## config.mk

```make
export PLATFORM = sky130hd
export DESIGN_NAME = hilo_mul_unit
export DESIGN_NICKNAME = d
export VERILOG_FILES = /design/src/rtl/mips_alu_pkg.sv /design/src/rtl/mul_iter_core.sv /design/src/rtl/hilo_mul_unit.sv
export SDC_FILE = /design/constraint.sdc
export NUM_CORES = 1
export LEC_CHECK = 0
export BUFFER_PORTS_ARGS = -buffer_cell sky130_fd_sc_hd__buf_2
export CAP_MARGIN = 20
export CORE_AREA = 2 2 259 261
export DETAILED_ROUTE_END_ITERATION = 8
export DIE_AREA = 0 0 261 263
export GPL_ROUTABILITY_DRIVEN = 0
export HOLD_SLACK_MARGIN = 0.06
export PLACE_DENSITY = 0.56
export SLEW_MARGIN = 0
export SYNTH_ARGS = -nofsm -noshare
export SYNTH_HDL_FRONTEND = slang
export SYNTH_SLANG_ARGS = --single-unit
```

## constraint.sdc

```tcl
create_clock -name Clk -period 8.4 [get_ports Clk]
set_input_delay 0.42 -clock Clk [delete_from_list [all_inputs] [get_ports Clk]]
set_output_delay 0.42 -clock Clk [all_outputs]
set_load 0.01 [all_outputs]
```

## src/rtl/mips_alu_pkg.sv

```systemverilog
`default_nettype none
// ============================================================================
// Package : mips_alu_pkg
// Brief   : ALUInstruction codes and decode helpers for the HI/LO group.
// Rev     : 1.0 - initial release
// ============================================================================
package mips_alu_pkg;

    localparam logic [4:0] c_MULTU = 5'b10011;
    localparam logic [4:0] c_MADD  = 5'b10100;
    localparam logic [4:0] c_MSUB  = 5'b10101;
    localparam logic [4:0] c_MULT  = 5'b10110;
    localparam logic [4:0] c_MFLO  = 5'b11000;
    localparam logic [4:0] c_MTHI  = 5'b11001;
    localparam logic [4:0] c_MTLO  = 5'b11010;
    localparam logic [4:0] c_MFHI  = 5'b11011;

    typedef enum logic [1:0] {
        KIND_MUL  = 2'd0,
        KIND_MADD = 2'd1,
        KIND_MSUB = 2'd2
    } op_kind_e;

    function automatic logic is_mult_op(input logic [4:0] code);
        return (code == c_MULTU) || (code == c_MADD) ||
               (code == c_MSUB)  || (code == c_MULT);
    endfunction

    function automatic logic is_hilo_op(input logic [4:0] code);
        return is_mult_op(code) || (code == c_MFLO) || (code == c_MTHI) ||
               (code == c_MTLO) || (code == c_MFHI);
    endfunction

endpackage
`default_nettype wire

```

## src/rtl/mul_iter_core.sv

```systemverilog
`default_nettype none
// ============================================================================
// Module : mul_iter_core
// Brief  : Unsigned 32x32 iterative shift-add multiplier, BITS_PER_CYCLE/step.
// Rev    : 1.0 - initial release
// ============================================================================
module mul_iter_core #(
    parameter int BITS_PER_CYCLE = 1
) (
    input  logic        Clk,
    input  logic        Reset,
    input  logic        load_i,
    input  logic        step_i,
    input  logic [31:0] mcand_i,
    input  logic [31:0] mplier_i,
    output logic [63:0] acc_o,
    output logic        last_o
);

    localparam int         N      = 32 / BITS_PER_CYCLE;
    localparam logic [5:0] c_LAST = 6'(N - 1);

    logic [63:0] mcand_q, mcand_d;
    logic [31:0] mplier_q, mplier_d;
    logic [63:0] acc_q, acc_d;
    logic [5:0]  cnt_q, cnt_d;

    logic [63:0] w_pp [BITS_PER_CYCLE];
    logic [63:0] w_pp_sum;

    // One shifted copy of the multiplicand per multiplier bit retired this step
    generate
        for (genvar k = 0; k < BITS_PER_CYCLE; k++) begin : g_pp
            assign w_pp[k] = mplier_q[k] ? (mcand_q << k) : 64'd0;
        end
    endgenerate

    always_comb begin
        w_pp_sum = 64'd0;
        for (int k = 0; k < BITS_PER_CYCLE; k++) begin
            w_pp_sum = w_pp_sum + w_pp[k];
        end
    end

    always_comb begin
        mcand_d  = mcand_q;
        mplier_d = mplier_q;
        acc_d    = acc_q;
        cnt_d    = cnt_q;
        if (load_i) begin
            mcand_d  = {32'd0, mcand_i};
            mplier_d = mplier_i;
            acc_d    = 64'd0;
            cnt_d    = 6'd0;
        end else if (step_i) begin
            mcand_d  = mcand_q << BITS_PER_CYCLE;
            mplier_d = mplier_q >> BITS_PER_CYCLE;
            acc_d    = acc_q + w_pp_sum;
            cnt_d    = cnt_q + 6'd1;
        end
    end

    always_ff @(posedge Clk) begin
        if (Reset) begin
            mcand_q  <= 64'd0;
            mplier_q <= 32'd0;
            acc_q    <= 64'd0;
            cnt_q    <= 6'd0;
        end else begin
            mcand_q  <= mcand_d;
            mplier_q <= mplier_d;
            acc_q    <= acc_d;
            cnt_q    <= cnt_d;
        end
    end

    assign acc_o  = acc_q;
    assign last_o = (cnt_q == c_LAST);

endmodule
`default_nettype wire

```

## src/rtl/hilo_mul_unit.sv

```systemverilog
`default_nettype none
// ============================================================================
// Module : hilo_mul_unit
// Brief  : HI/LO register owner; MULT/MULTU/MADD/MSUB on an iterative engine.
// Rev    : 1.0 - initial release
// ============================================================================
module hilo_mul_unit
    import mips_alu_pkg::*;
#(
    parameter int BITS_PER_CYCLE = 1,
    parameter int WIDTH          = 32
) (
    input  logic             Clk,
    input  logic             Reset,
    input  logic             Start,
    input  logic [4:0]       ALUInstruction,
    input  logic [WIDTH-1:0] A,
    input  logic [WIDTH-1:0] B,
    output logic             Stall,
    output logic             Busy,
    output logic             Done,
    output logic [WIDTH-1:0] HiLoOut,
    output logic [WIDTH-1:0] HI,
    output logic [WIDTH-1:0] LO
);

    localparam logic [1:0] S_IDLE   = 2'd0;
    localparam logic [1:0] S_ITER   = 2'd1;
    localparam logic [1:0] S_FINISH = 2'd2;

    logic [1:0]  state_q, state_d;
    logic [31:0] hi_q, hi_d;
    logic [31:0] lo_q, lo_d;
    logic        sign_q, sign_d;
    op_kind_e    kind_q, kind_d;
    logic        done_q, done_d;

    logic        w_accept;
    logic        w_signed;
    logic [31:0] w_mag_a;
    logic [31:0] w_mag_b;
    logic        w_core_load;
    logic        w_core_step;
    logic        w_core_last;
    logic [63:0] w_acc;
    logic [63:0] w_prod;
    logic [63:0] w_hilo_new;

    assign w_accept = Start && is_mult_op(ALUInstruction) && (state_q == S_IDLE);
    assign w_signed = (ALUInstruction != c_MULTU);
    // -(-2^31) wraps to 0x80000000, which is the correct unsigned magnitude
    assign w_mag_a  = (w_signed && A[31]) ? (~A + 32'd1) : A;
    assign w_mag_b  = (w_signed && B[31]) ? (~B + 32'd1) : B;

    mul_iter_core #(
        .BITS_PER_CYCLE(BITS_PER_CYCLE)
    ) u_core (
        .Clk     (Clk),
        .Reset   (Reset),
        .load_i  (w_core_load),
        .step_i  (w_core_step),
        .mcand_i (w_mag_a),
        .mplier_i(w_mag_b),
        .acc_o   (w_acc),
        .last_o  (w_core_last)
    );

    always_ff @(posedge Clk) begin
        if (Reset) begin
            state_q <= S_IDLE;
        end else begin
            state_q <= state_d;
        end
    end

    always_comb begin
        state_d = state_q;
        case (state_q)
            S_IDLE:   if (w_accept) state_d = S_ITER;
            S_ITER:   if (w_core_last) state_d = S_FINISH;
            S_FINISH: state_d = S_IDLE;
            default:  state_d = S_IDLE;
        endcase
    end

    always_comb begin
        w_core_load = w_accept;
        w_core_step = (state_q == S_ITER);
        Busy        = (state_q != S_IDLE);
    end

    assign w_prod = sign_q ? (~w_acc + 64'd1) : w_acc;

    always_comb begin
        w_hilo_new = w_prod;
        case (kind_q)
            KIND_MADD: w_hilo_new = {hi_q, lo_q} + w_prod;
            KIND_MSUB: w_hilo_new = {hi_q, lo_q} - w_prod;
            default:   w_hilo_new = w_prod;
        endcase
    end

    always_comb begin
        hi_d   = hi_q;
        lo_d   = lo_q;
        sign_d = sign_q;
        kind_d = kind_q;
        done_d = (state_q == S_FINISH);
        if (state_q == S_FINISH) begin
            {hi_d, lo_d} = w_hilo_new;
        end else if (state_q == S_IDLE && Start) begin
            if (ALUInstruction == c_MTHI) hi_d = A;
            if (ALUInstruction == c_MTLO) lo_d = A;
        end
        if (w_accept) begin
            sign_d = w_signed && (A[31] ^ B[31]);
            case (ALUInstruction)
                c_MADD:  kind_d = KIND_MADD;
                c_MSUB:  kind_d = KIND_MSUB;
                default: kind_d = KIND_MUL;
            endcase
        end
    end

    always_ff @(posedge Clk) begin
        if (Reset) begin
            hi_q   <= 32'd0;
            lo_q   <= 32'd0;
            sign_q <= 1'b0;
            kind_q <= KIND_MUL;
            done_q <= 1'b0;
        end else begin
            hi_q   <= hi_d;
            lo_q   <= lo_d;
            sign_q <= sign_d;
            kind_q <= kind_d;
            done_q <= done_d;
        end
    end

    assign Stall   = Start && is_hilo_op(ALUInstruction) && Busy;
    assign Done    = done_q;
    assign HI      = hi_q;
    assign LO      = lo_q;
    assign HiLoOut = (ALUInstruction == c_MFHI) ? hi_q :
                     (ALUInstruction == c_MFLO) ? lo_q : 32'd0;

endmodule
`default_nettype wire

```

==> reports/metrics.yaml <==
worst_setup_path:
  r2r-end: "HI[31]"
  critPathMaxFanout: 15
  arrival_ps: 7500
  path_class: "flop to flop"
  reg2reg_slack_ps: 1310
  reg2reg_from: "u_core.acc_o[1]"
  startpoint_type: "flop"
  required_ps: 8810
  cp-end-kind: "flop"
  ff2ff_path_depth: 24
yosys:
  ys_dominant_reg_cell: "dfxtp_1"
  synthTopCellsByArea: "dfxtp_1 21%, nand2_1 7.3%, ha_1 7.2%"
  syn_nets: 3391
  syn_area_sq_um: 22850
  ys_seq_elements: 236
  syn_area_per_cell_sq_um: 7.174
  syn-instance-count: 3185
  async_flop_share_pct: 0
  synth_largest_area_cell: "dfxtp_1"
  synthDistinctLibCells: 86
  synth-edff-count: 0
  yosys_warnings: 0
  synth.yosys.seq_area_share_pct: 20.68
  yosys.area.top_type_share_pct: 20.68
worst_hold_path:
  min-delay-start: "Reset"
  whs_path_depth: 2
  holdCritPathClass: "primary input to flop"
  holdPathEnd: "u_core.mplier_q[26]"
clock_tree:
  cts_num_sinks: 236
  cts_resized: 0
  htreeDepth: 2
  cts_buffers: 34
  cts_tree: "yes"
  clkTransAtPathRegs_ps: 60
  worstSkewPairLatency_ps: 570
  cts_max_path_buffers: 3
  cts_setup_buffers: 0
  ctsHoldBuffers: 0
  cts_root_buffer: "clkbuf_16"
final_layout:
  final_core_util_pct: 38.66
  drive_gt1_share_pct: 9.656
  stdcell_count: 4095
  diodes: 0
  area_growth_pct: 11.04
  finalNetCount: 3411
power:
  power_w: 0.003763
  ir_drop_v: 0.0001089
  power_leakage_nw: 10.62
  power.density_nw_per_um2: 148.3
sta:
  setup_violations: 0
  slew_viol_final: 0
  period_share_pct: 84.35
  fin_hold_ws_ps: 127.8
  finalClockSkew_ps: 28.40
  fmax_ghz: 0.1411
  hold_viol_final: 0
  final.min_clock_period_ps: 7085
  rsz0062_at_grt: "false"
  tightest_slew_ps: 932.4
  setup_tns_ps: 0
  slew_headroom_pct: 37.84
global_routing:
  grt_pass1_vias: 21460
  grt_max_degree: 81
  grtUsageMet3_pct: 3.534
  antenna_found_initial: 0
  busiest_layer: "met2"
  grt_usage_pct: 24.17
  grtUsageMet1_pct: 34.72
  grt.overflow.total: 0
  grt_pass1_wl_um: 131000
  grt_use_met2_pct: 35.63
floorplanning:
  die-area_sq_um: 68640
  die_x_um: 261
  ios: 171
  core_area_sq_um: 65630
  fp-row-count: 94
  die_h_um: 263
  initial_core_util_pct: 34.82
routing:
  num_vias: 23820
  initialDrtViolationCount: 2254
  drc: 0
  drt-total-wl_um: 86460
  viasPerCell: 5.817
  routedWlPerCell_um: 21.11
  final_antenna_net_count: 0
  dr.pass1.iters: 5
placed_design:
  io_buffers: 170
  dpl.cell_count: 4033
  dp_hpwl_um: 65380
job:
  maxCapViolCount: 0
outcome:
  status: "finished, final reports clean"
==> placed cells by master, fill, tap and decap left out, types with 60 or more instances in the layout <==
| master | n |
|---|---|
| o21ai_0 | 152 |
| nor3_1 | 69 |
| a21o_1 | 73 |
| buf_2 | 169 |
| nand2_1 | 445 |
| mux2i_1 | 60 |
| nand3_1 | 68 |
| ha_1 | 131 |
| xor2_1 | 153 |
| and2_1 | 80 |
| xnor2_1 | 134 |
| a211oi_1 | 74 |
| nor2_1 | 275 |
| dfxtp_1 | 235 |
| a311oi_1 | 60 |
| a21oi_1 | 324 |
==> worst max-delay path: stages (launching register included) <==
cell      delay (ps)
dfxtp_1          360
inv_1            170
ha_1             310
nor4b_4          390
nand4_1          630
or3_1            620
a211oi_1         580
nand2_1          110
a31oi_1          240
and4_4           310
and3_1           220
nor2_1            70
xnor2_1          140
ha_1             350
and3_1           220
o31ai_1          240
a21boi_0         140
o21a_1           180
o311ai_0         360
nand2_1          130
o211ai_1         430
o211ai_1         130
a221oi_1         360
xnor2_1          160
a21oi_1           80
==> state kept, by name, indices dropped and copies added (netlist names) <==
register	cells
u_core.mcand_q	64
u_core.cnt_q	6
HI	32
sign_q	1
LO	32
u_core.mplier_q	32
kind_q	2
state_q	2
Done	1
u_core.acc_o	64
==> Yosys cell counts, types with 73 or more instances <==
cell type    n
ha_1       132
and2_1      80
o21ai_0    152
a211oi_1    74
nand2_1    447
xor2_1     153
a21o_1      73
nor2_1     276
xnor2_1    134
clkbuf_1   188
a21oi_1    324
dfxtp_1    236
==> area by class of cell <==
cell class                      instances  area [sq um]
Timing Repair Buffer                  198          1064
Tap cell                              864          1081
Clock buffer                           45         952.2
Inverter                               60         225.2
Sequential cell                       236          4726
Clock inverter                         17         186.4
Fill cell                            7018         40250
Multi-Input combinational cell       2675         17140
==> per-stage QoR <==
step	setup slack, ps	cell area [sq um]
4_1_cts	1390	25370
3_3_place_gp	1553	24240
6_report	1315	25370
2_1_floorplan	2206	22850
5_1_grt	635.6	25370
3_5_place_dp	1374	24240
==> report_power, final <==
| group | switching [W] | total [W] | internal (W) |
|---|---|---|---|
| registers | 0.0000210 | 0.00116 | 0.00114 |
| clock network | 0.000610 | 0.00151 | 0.000896 |
| logic | 0.000692 | 0.00110 | 0.000406 |
==> cell families after synthesis <==
logic type,after synthesis,share of synthesized area [%]
AO/OA/AOI/OAI,947,27.13
AND/OR/NAND/NOR,1235,25.94
buffers and inverters,274,4.588
adder cells (fa/ha/maj),134,7.403
multiplexers,70,3.121
flip-flops,236,20.68
XOR/XNOR,289,11.14
==> metal layers <==
layer  up-vias  routed length (um)
li1      11590                   -
met1     11200               40240
met2       867               36180
met3       164                6090
met4         0                3947
met5         -                   0
==> how the worst max path moves through the flow <==
stage,startpoint,to,depth (start not counted)
5_1_grt,u_core.acc_o[1],HI[31],24
3_5_place_dp,u_core.acc_o[1],HI[31],24
2_1_floorplan,sign_q,HI[26],21
3_3_place_gp,u_core.acc_o[1],HI[31],24
6_report,u_core.acc_o[1],HI[31],24
4_1_cts,u_core.acc_o[1],HI[31],24
No activity file was read; power rests on OpenSTA's default activity.
